[config.mk]
export PLATFORM = sky130hd
export DESIGN_NAME = lc3_mem_access_unit
export DESIGN_NICKNAME = d
export VERILOG_FILES = /design/src/rtl/lc3_mem_pkg.sv /design/src/rtl/lc3_mau_wait_cnt.sv /design/src/rtl/lc3_mem_access_unit.sv
export SDC_FILE = /design/constraint.sdc
export NUM_CORES = 1
export LEC_CHECK = 0
export CAP_MARGIN = 10
export CORE_ASPECT_RATIO = 1.25
export CORE_UTILIZATION = 55
export CTS_BUF_LIST = sky130_fd_sc_hd__clkbuf_4 sky130_fd_sc_hd__clkbuf_8
export DETAILED_ROUTE_END_ITERATION = 6
export DONT_BUFFER_PORTS = 1
export MAX_ROUTING_LAYER = met4
export PLACE_DENSITY = 0.7
export SYNTH_ARGS = -nofsm -noshare
export SYNTH_HDL_FRONTEND = slang
export SYNTH_SLANG_ARGS = --single-unit
[constraint.sdc]
create_clock -name clock -period 4.3 [get_ports clock]
set_input_delay 0.645 -clock clock [delete_from_list [all_inputs] [get_ports clock]]
set_output_delay 0.645 -clock clock [all_outputs]
set_load 0.02 [all_outputs]
[src/rtl/lc3_mem_pkg.sv]
// rtl/lc3_mem_pkg.sv - shared state encoding and default widths for the LC-3 memory access unit
package lc3_mem_pkg;

    localparam int ADDR_W_DFLT  = 16;
    localparam int DATA_W_DFLT  = 16;
    localparam int TIMEOUT_DFLT = 8;

    typedef enum logic [1:0] {
        ST_IDLE  = 2'd0,
        ST_ISSUE = 2'd1,
        ST_WAIT  = 2'd2,
        ST_DONE  = 2'd3
    } mau_state_e;

endpackage

[src/rtl/lc3_mau_wait_cnt.sv]
// rtl/lc3_mau_wait_cnt.sv - WAIT-cycle counter that flags the last permitted wait cycle
module lc3_mau_wait_cnt #(
    parameter int TIMEOUT = 8
) (
    input  logic clock,
    input  logic reset,
    input  logic clr_i,
    input  logic en_i,
    output logic expired_o
);

    localparam int CNT_W = $clog2(TIMEOUT + 1);

    logic [CNT_W-1:0] cnt_q;
    logic [CNT_W-1:0] cnt_d;

    // Clear while the command is being issued so WAIT always starts from zero.
    always_comb begin
        cnt_d = cnt_q;
        if (clr_i) begin
            cnt_d = '0;
        end else if (en_i) begin
            cnt_d = cnt_q + 1'b1;
        end
    end

    // Counter register.
    always_ff @(posedge clock or posedge reset) begin
        if (reset) begin
            cnt_q <= '0;
        end else begin
            cnt_q <= cnt_d;
        end
    end

    // The cycle whose count is TIMEOUT-1 is the TIMEOUT-th WAIT cycle.
    assign expired_o = (cnt_q == CNT_W'(TIMEOUT - 1));

endmodule

[src/rtl/lc3_mem_access_unit.sv]
// rtl/lc3_mem_access_unit.sv - LC-3 core-to-memory access FSM (optional wait timeout via LC3_MAU_TIMEOUT_EN)
module lc3_mem_access_unit
    import lc3_mem_pkg::*;
#(
    parameter int ADDR_W  = ADDR_W_DFLT,
    parameter int DATA_W  = DATA_W_DFLT,
    parameter int TIMEOUT = TIMEOUT_DFLT
) (
    input  logic              clock,
    input  logic              reset,
    input  logic              req,
    input  logic              req_we,
    input  logic [ADDR_W-1:0] req_addr,
    input  logic [DATA_W-1:0] req_wdata,
    output logic              ready,
    output logic              ack,
    output logic [DATA_W-1:0] rdata,
    output logic              err,
    output logic [ADDR_W-1:0] mem_addr,
    output logic [DATA_W-1:0] mem_din,
    output logic              mem_rd,
    input  logic [DATA_W-1:0] mem_dout,
    input  logic              mem_complete
);

    mau_state_e        state_q, state_d;
    logic [ADDR_W-1:0] addr_q, addr_d;
    logic [DATA_W-1:0] din_q, din_d;
    logic [DATA_W-1:0] rdata_q, rdata_d;
    logic              rd_q, rd_d;
    logic              we_q, we_d;

`ifdef LC3_MAU_TIMEOUT_EN
    logic err_q, err_d;
    logic expired;

    lc3_mau_wait_cnt #(
        .TIMEOUT (TIMEOUT)
    ) u_wait_cnt (
        .clock     (clock),
        .reset     (reset),
        .clr_i     (state_q == ST_ISSUE),
        .en_i      (state_q == ST_WAIT),
        .expired_o (expired)
    );
`else
    logic unused_timeout;
    assign unused_timeout = (TIMEOUT > 0);
`endif

    // Next-state and datapath load decisions; mem_rd is 1 except for the cycle after a write accept.
    always_comb begin
        state_d = state_q;
        addr_d  = addr_q;
        din_d   = din_q;
        rdata_d = rdata_q;
        we_d    = we_q;
        rd_d    = 1'b1;
`ifdef LC3_MAU_TIMEOUT_EN
        err_d   = err_q;
`endif
        case (state_q)
            ST_IDLE: begin
                if (req) begin
                    addr_d  = req_addr;
                    din_d   = req_wdata;
                    we_d    = req_we;
                    rd_d    = ~req_we;
                    state_d = ST_ISSUE;
                end
            end
            ST_ISSUE: begin
                state_d = ST_WAIT;
            end
            ST_WAIT: begin
                if (mem_complete) begin
                    if (!we_q) begin
                        rdata_d = mem_dout;
                    end
`ifdef LC3_MAU_TIMEOUT_EN
                    err_d   = 1'b0;
`endif
                    state_d = ST_DONE;
                end
`ifdef LC3_MAU_TIMEOUT_EN
                else if (expired) begin
                    rdata_d = '0;
                    err_d   = 1'b1;
                    state_d = ST_DONE;
                end
`endif
            end
            ST_DONE: begin
                state_d = ST_IDLE;
            end
            default: begin
                state_d = ST_IDLE;
            end
        endcase
    end

    // State and datapath registers; reset aborts any access in flight.
    always_ff @(posedge clock or posedge reset) begin
        if (reset) begin
            state_q <= ST_IDLE;
            addr_q  <= '0;
            din_q   <= '0;
            rdata_q <= '0;
            rd_q    <= 1'b1;
            we_q    <= 1'b0;
`ifdef LC3_MAU_TIMEOUT_EN
            err_q   <= 1'b0;
`endif
        end else begin
            state_q <= state_d;
            addr_q  <= addr_d;
            din_q   <= din_d;
            rdata_q <= rdata_d;
            rd_q    <= rd_d;
            we_q    <= we_d;
`ifdef LC3_MAU_TIMEOUT_EN
            err_q   <= err_d;
`endif
        end
    end

    assign ready    = (state_q == ST_IDLE);
    assign ack      = (state_q == ST_DONE);
    assign rdata    = rdata_q;
    assign mem_addr = addr_q;
    assign mem_din  = din_q;
    assign mem_rd   = rd_q;
`ifdef LC3_MAU_TIMEOUT_EN
    assign err      = ack & err_q;
`else
    assign err      = 1'b0;
`endif

endmodule

# Word-level counts from Yosys, hierarchy flattened

Index checks and enable logic that the tools add are counted.

Reduce and logical (&&, ||, !) cells: 4
Muxes and demuxes: 5
Eq/ne operators: 5
Bitwise operators: 2

Operators by type and width:

| cell               | count |
|---|---|
| $pmux 2 s4         | 1 |
| $eq 2x2->1 const B | 2 |
| $mux 2             | 2 |
| $ne 2x2->1 const B | 2 |
| $reduce_and 2->1   | 2 |
| $reduce_and 3->1   | 1 |
| $eq 2x1->1 const B | 1 |
| $logic_not 2->1    | 1 |
| $mux 1             | 2 |
| $not 1->1          | 2 |

Input bits: 53
Word-level logic and storage cells: 22
Bits in registers: 52
Output and inout port bits: 52

# Logic depth before layout (Yosys ltp)

Word-level depth: 3
Gate-level depth with buffers: 6
Gate-level depth less buffers: 5

# Least setup slack after synthesis

Ideal clock, no wire load.

Kind: flip-flop to flip-flop
Start point: reg state_q[0]
End point: reg state_q[1]
Cell stages (with the launch flop): 6
Path slack: 2.856 ns
Period minus slack after synthesis: 1.444 ns
Arrival: 1.319 ns
Setup time: 0.125 ns
Data required time: 4.175 ns
Path buffers: 0
Path through: dfrtp_1 inv_1 ha_1 inv_1 o22ai_1 mux2_2

Cells in the longest elaborated chain, start to end: 3
Elaborated cells between the ends (all ways): 8
Those cells by class: eq/ne: 5; mux: 1; reduce/logical: 2

Ends and longest elaborated chain:

| element                           | RTL line                   | source |
|---|---|---|
| start, declared                   | lc3_mem_access_unit.sv:26  | `mau_state_e state_q, state_d;` |
| start signal, assigned            | lc3_mem_access_unit.sv:115 | `state_q <= state_d;` |
| $logic_not 2->1 (*)               | --                         |  |
| via ready                         | lc3_mem_access_unit.sv:15  | `output logic ready,` |
| $ne 2x2->1 (no source line)       | --                         |  |
| $reduce_and 2->1 (no source line) | --                         |  |

Mark *: on every way through the listed nets, which the timed path passes. The rest lies on a longest branch.
A chain may end at the register's enable or synchronous reset.

# Worst setup path in the final report

Start point: reg state_q[0]
End point: reg addr_q[9] (netlist: mem_addr[9])

Cells in the longest elaborated chain, start to end: 2

Ends and longest elaborated chain:

| element                           | RTL line                   | source |
|---|---|---|
| $logic_not 2->1                   | lc3_mem_access_unit.sv:62  | `case (state_q)` |
| $reduce_and 2->1 (no source line) | --                         |  |
| end signal, assigned              | lc3_mem_access_unit.sv:116 | `addr_q <= addr_d;` |
| end, declared                     | lc3_mem_access_unit.sv:27  | `logic [ADDR_W-1:0] addr_q, addr_d;` |

Every way passes these cells.

==> results.tsv <==
metric	value	unit
worstHoldPathCells	1	
pin_count	105	
synth_nets	180	
cts.reportedPaths.clkPinSlew	80	ps
ys_top_cells_by_area	dfrtp_1 62%, mux2_2 21%, mux2_4 7.3%, ha_1 2.4%, buf_6 2.2%	
fin_crit	1770	ps
yosysSeqAreaShare	62.9	%
die_y	70.6	um
fill_cells	289	
powerDensity	904	nW/um^2
cts_tree	done	
cp_max_fo	33	
fin_crit_sh	41.1	%
peakVddDrop	0.000364	V
timing.rr.start	state_q[0]	
initial_core_util	58.4	%
wl	3290	um
vias	994	
hold_viol	0	
p_clk_share	14.5	%
crit_slowest_cell	nand2_2	
multi_input_area	696	sq um
outcome	finished with violations	
final_area	2160	sq um
swShare	39.7	%
syn2layout_area_growth	4.53	%
post-route-drc-count	14	
die_x	56.9	um
core	3540	sq um
postCtsResizedCells	0	
clockBufferDepth	2	
synth_seq_cells	52	
synth_cells	123	
drtIter0Drc	52	
cts-root-buf	clkbuf_8	
power.leakage	1.01	nW
end_kind	flop	
cts_buffers	5	
netlist.area_leader.share	61.7	%
grt_pass1_wl	5150	um
synth.distinct_cells	15	
cp-startpoint	state_q[0]	
path_cells	inv_1 -> ha_1 -> nand2_2 -> mux2_2	
grt_max_degree	53	
grt_pass1_vias	1132	
post_cts_buffers	0	
relSlewSlack	32.0	%
syn_area_per_cell	16.8	sq um
ant_nets	0	
min_from	req	
area.sequential	1300	sq um
first_pass_iters	6	
rsz0062_at_grt	no	
fmax	566	MHz
violations	DRC	
comb_power_share	24.1	%
globalplace.congestion	0.661	
die_area	4010	sq um
dp_hpwl	2360	um
fin_setup_tns	0	ps
crit_type	reg2reg	
maxCapViolations	0	
ctsHoldBuffers	0	
antennaDiodeCount	0	
worstMarginPinSlew	1020	ps
worstPathRequired	4480	ps
drive_gt1_share	48.4	%
routed_via_density	6.02	
p_sw	776	uW
htree_levels	2	
antenna_found_initial	0	
startpoint_type	flop	
reg2regPathDepth	4	
grt_usage	18.0	%
clock_latency	290	ps
p_seq_share	61.4	%
yosys.area.top_type	dfrtp_1	
postPlaceCellArea	2070	sq um
wl_per_cell	19.9	um
yosys_warnings	0	
slew_viol_final	0	
p_int	1.18	mW
grt_overflow	0	
report.final.setup_viol	0	
syn_area	2070	sq um
final_net_count	182	
cts.sinks	52	
rows	24	
cpPeakStageDelay	540	ps
skew	2.67	ps
arrival	1950	ps
numPortBuffers	0	
hp-class	in2reg	
==> worst max-delay path, delay by kind of cell, from the launching register on <==
kind | cells | cell delay, ps
fa+ha+maj | 1 | 230
mux | 1 | 410
flops | 1 | 360
buf+inv | 1 | 90
simple gates | 1 | 540
==> synth_stat cells <==
cell type / number
a22oi_1: 1
buf_4: 1
buf_6: 4
conb_1: 1
dfrtp_1: 51
dfstp_2: 1
ha_1: 4
inv_1: 5
mux2_2: 39
mux2_4: 10
nand2_1: 2
nand2_2: 1
nand3_1: 1
nand3b_4: 1
o22ai_1: 1
==> path summary, 6_finish.rpt <==
| check | end | slack (ps) |
|---|---|---|
| worst max-delay path | mem_addr[9] | 2530 |
| worst min-delay path | mem_rd | 450 |
| worst max register to register | mem_addr[9] | 2530 |
| worst min register to register | we_q | 500 |
| max in group asynchronous | rdata[0] | 3200 |
| min in group asynchronous | mem_din[9] | 470 |
==> power by group through the flow <==
stage | clock, mW | sequential, mW | combinational (mW)
2_1_floorplan | 0 | 1.15 | 0.448
3_3_place_gp | 0 | 1.20 | 0.454
3_5_place_dp | 0 | 1.21 | 0.482
4_1_cts | 0.295 | 1.20 | 0.483
5_1_grt | 0.313 | 1.23 | 0.516
6_report | 0.284 | 1.20 | 0.471
==> flip-flops by register name, indices dropped and copies added (netlist names) <==
signal    count
we_q          1
rdata        16
mem_addr     16
state_q       2
mem_rd        1
mem_din      16
==> per-stage QoR <==
stage               total power [mW]  hold slack, ps  util, %  setup WS (ps)  instances
global route                    2.06             443     61.1           2380        165
finish                          1.96             446     61.1           2530        165
floorplan                       1.60             447        -           2400        123
CTS                             1.98             432     61.1           2510        165
detailed placement              1.69             501     58.3           2510        157
global placement                1.65             471     58.3           2600        157
==> kinds of logic (layout without fill, tap and decap cells) <==
| logic type | Yosys count | after routing | share of synthesized area, % |
|---|---|---|---|
| buf+inv | 10 | 13 | 3.45 |
| mux | 49 | 49 | 28.5 |
| other cells | 1 | 1 | 0.181 |
| simple gates | 5 | 5 | 1.87 |
| flops | 52 | 52 | 62.9 |
| compound gates | 2 | 2 | 0.665 |
| fa+ha+maj | 4 | 4 | 2.42 |
==> cells in the final DEF (no fill, tap or decap), drive strengths merged <==
master	netlist	final
ha	4	4
dfrtp	51	51
dfstp	1	1
inv	5	5
nand3	1	1
a22oi	1	1
mux2	49	49
nand2	3	3
o22ai	1	1
clkbuf	0	8
conb	1	1
nand3b	1	1
==> metal layers <==
| layer | routed length, um | vias to the layer above | GRT usage, % |
|---|---|---|---|
| met4 | 102 | 0 | 11.9 |
| li1 | - | 420 | - |
| met2 | 1690 | 71 | 29.6 |
| met1 | 1150 | 494 | 19.0 |
| met5 | 0 | - | - |
| met3 | 338 | 9 | 4.39 |
==> final cells by class <==
class	count	share of cell area (%)
Clock buffer	8	4.51
Inverter	5	0.868
Multi-Input combinational cell	61	32.2
Sequential cell	52	60.2
Tap cell	39	2.26
(Power assumes the default switching activity.)
==> patch: new RTL, same flow settings <==
`addr_q`, `din_q` and `rdata_q` no longer have a reset.
--- a/src/rtl/lc3_mem_access_unit.sv
+++ b/src/rtl/lc3_mem_access_unit.sv
@@ -103,9 +103,6 @@
     always_ff @(posedge clock or posedge reset) begin
         if (reset) begin
             state_q <= ST_IDLE;
-            addr_q  <= '0;
-            din_q   <= '0;
-            rdata_q <= '0;
             rd_q    <= 1'b1;
             we_q    <= 1'b0;
 `ifdef LC3_MAU_TIMEOUT_EN
@@ -113,15 +110,18 @@
 `endif
         end else begin
             state_q <= state_d;
-            addr_q  <= addr_d;
-            din_q   <= din_d;
-            rdata_q <= rdata_d;
             rd_q    <= rd_d;
             we_q    <= we_d;
 `ifdef LC3_MAU_TIMEOUT_EN
             err_q   <= err_d;
 `endif
         end
+    end
+
+    always_ff @(posedge clock) begin
+        addr_q  <= addr_d;
+        din_q   <= din_d;
+        rdata_q <= rdata_d;
     end
 
     assign ready    = (state_q == ST_IDLE);
Formal check against the unedited RTL: not equivalent (a bounded check fails within 4 cycles, from zero or initial values and one cycle with reset high).
==> patch against the original RTL <==
Area after synthesis decreased by 19%. Fmax shrank 5.2%. Routed wire length fell by 14%. Sequential share of layout area increased by 26 points. Design area is 18% lower. Setup slack got worse by 0.097 ns. Sequential cell count stayed put. Largest cell class unchanged.
Power is not compared: it rests on default switching activity, and its combinational part moved more than twofold at a synthesized area within 25%.
==> patch: results (changes against the original RTL) <==
| Metric | Value |
|---|---|
| Fillers | 223 (was 289) |
| Inverters | 6 (was 5) |
| 1st-iter DRT viols | 17 (was 52) |
| Status | finished, final reports clean (was complete, but fails checks) |
| CTS root buf | clkbuf_4 (was clkbuf_8) |
| Pre-CTS WS | 2.47 ns (was 2.51 ns) |
| Register area | 0.00154 mm2 (was 0.00130 mm2) |
| GP Congestion | 0.602 (was 0.661) |
| Top cells by count, synth | 48 x edfxtp_1, 6 x inv_1, 4 x ha_1 (was 51 x dfrtp_1, 39 x mux2_2, 10 x mux2_4) |
| Post-synth EDFFs | 48 (was 0) |
| Clock buf count | 7 (was 8) |
| Crit-path max cell delay | 0.42 ns (was 0.54 ns) |
| FF-to-FF End | mem_din[14]$_DFFE_PP_ (was mem_addr[9]$_DFFE_PP0P_) |
| Fmax | 0.537 GHz (was 0.566 GHz) |
| DR WL/cell | 24.5 um (was 19.9 um) |
| Via count of the first global-routing pass | 645 (was 1,132) |
| Critical-path maximum fanout | 3 (was 33) |
| CP endpoint | ready (was mem_addr[9]$_DFFE_PP0P_) |
| Clock network area share | 0.0323 (was 0.0451) |
| WHS | 0.0481 ns (was 0.446 ns) |
| Post-synth cell types | 14 (was 15) |
| Largest net degree at the start of global routing | 25 (was 53) |
| Multi-input gate count | 12 (was 61) |
| Hpwl dp | 2180 um (was 2360 um) |
| Mean post-synth cell area | 23.7 um2 (was 16.8 um2) |
| DRT Pass-1 Iters | 4 (was 6) |
| Cell Count, Final, Fillers Out | 115 (was 165) |
| Slowest cell on the critical path | dfrtp_1 (was nand2_2) |
| Signal buffers | 1 (was 0) |
| Mapped Nets | 128 (was 180) |
| Well Taps | 36 (was 39) |
| NonClk Buf Share | 0.00421 (was 0) |
| Share of synthesized registers carrying an async set or reset | 0.0769 (was 1.00) |
| Share of cells above drive strength 1 | 0.139 (was 0.484) |
## patch: cell count changes after synthesis, sizes merged
cell    before  now
dfrtp       51    3
edfxtp       0   48
mux2        49    1
buf          5    1
nand2        3    1
and2         0    1
and3         0    1
inv          5    6
nand3        1    0
nand3b       1    0
o21ai        0    1
o22a         0    1
o22ai        1    0
## patch: metal layers
layer / track usage / routed length [um]
met1: 0.189 / 928
met2: 0.300 / 1540
met3: 0.0881 / 264
met4: 0.101 / 79
met5: - / 0
## patch: kinds of logic (layout without fill, tap and decap cells)
kind of cell | Yosys count | in the layout | synth area share
muxes | 1 | 1 | 0.00670
DFF | 52 | 52 | 0.918
adders and majority gates | 4 | 4 | 0.0298
other | 1 | 1 | 0.00223
buffers and inverters | 7 | 15 | 0.0179
AOI/OAI and AO/OA | 3 | 3 | 0.0156
and+or+nand+nor | 3 | 3 | 0.00968
## patch: worst max-delay path, delay by kind of cell, from the launching register on
kind	cells	cell delay, ns
adder cells (fa/ha/maj)	1	0.34
buffers and inverters	1	0.11
flip-flops	1	0.42
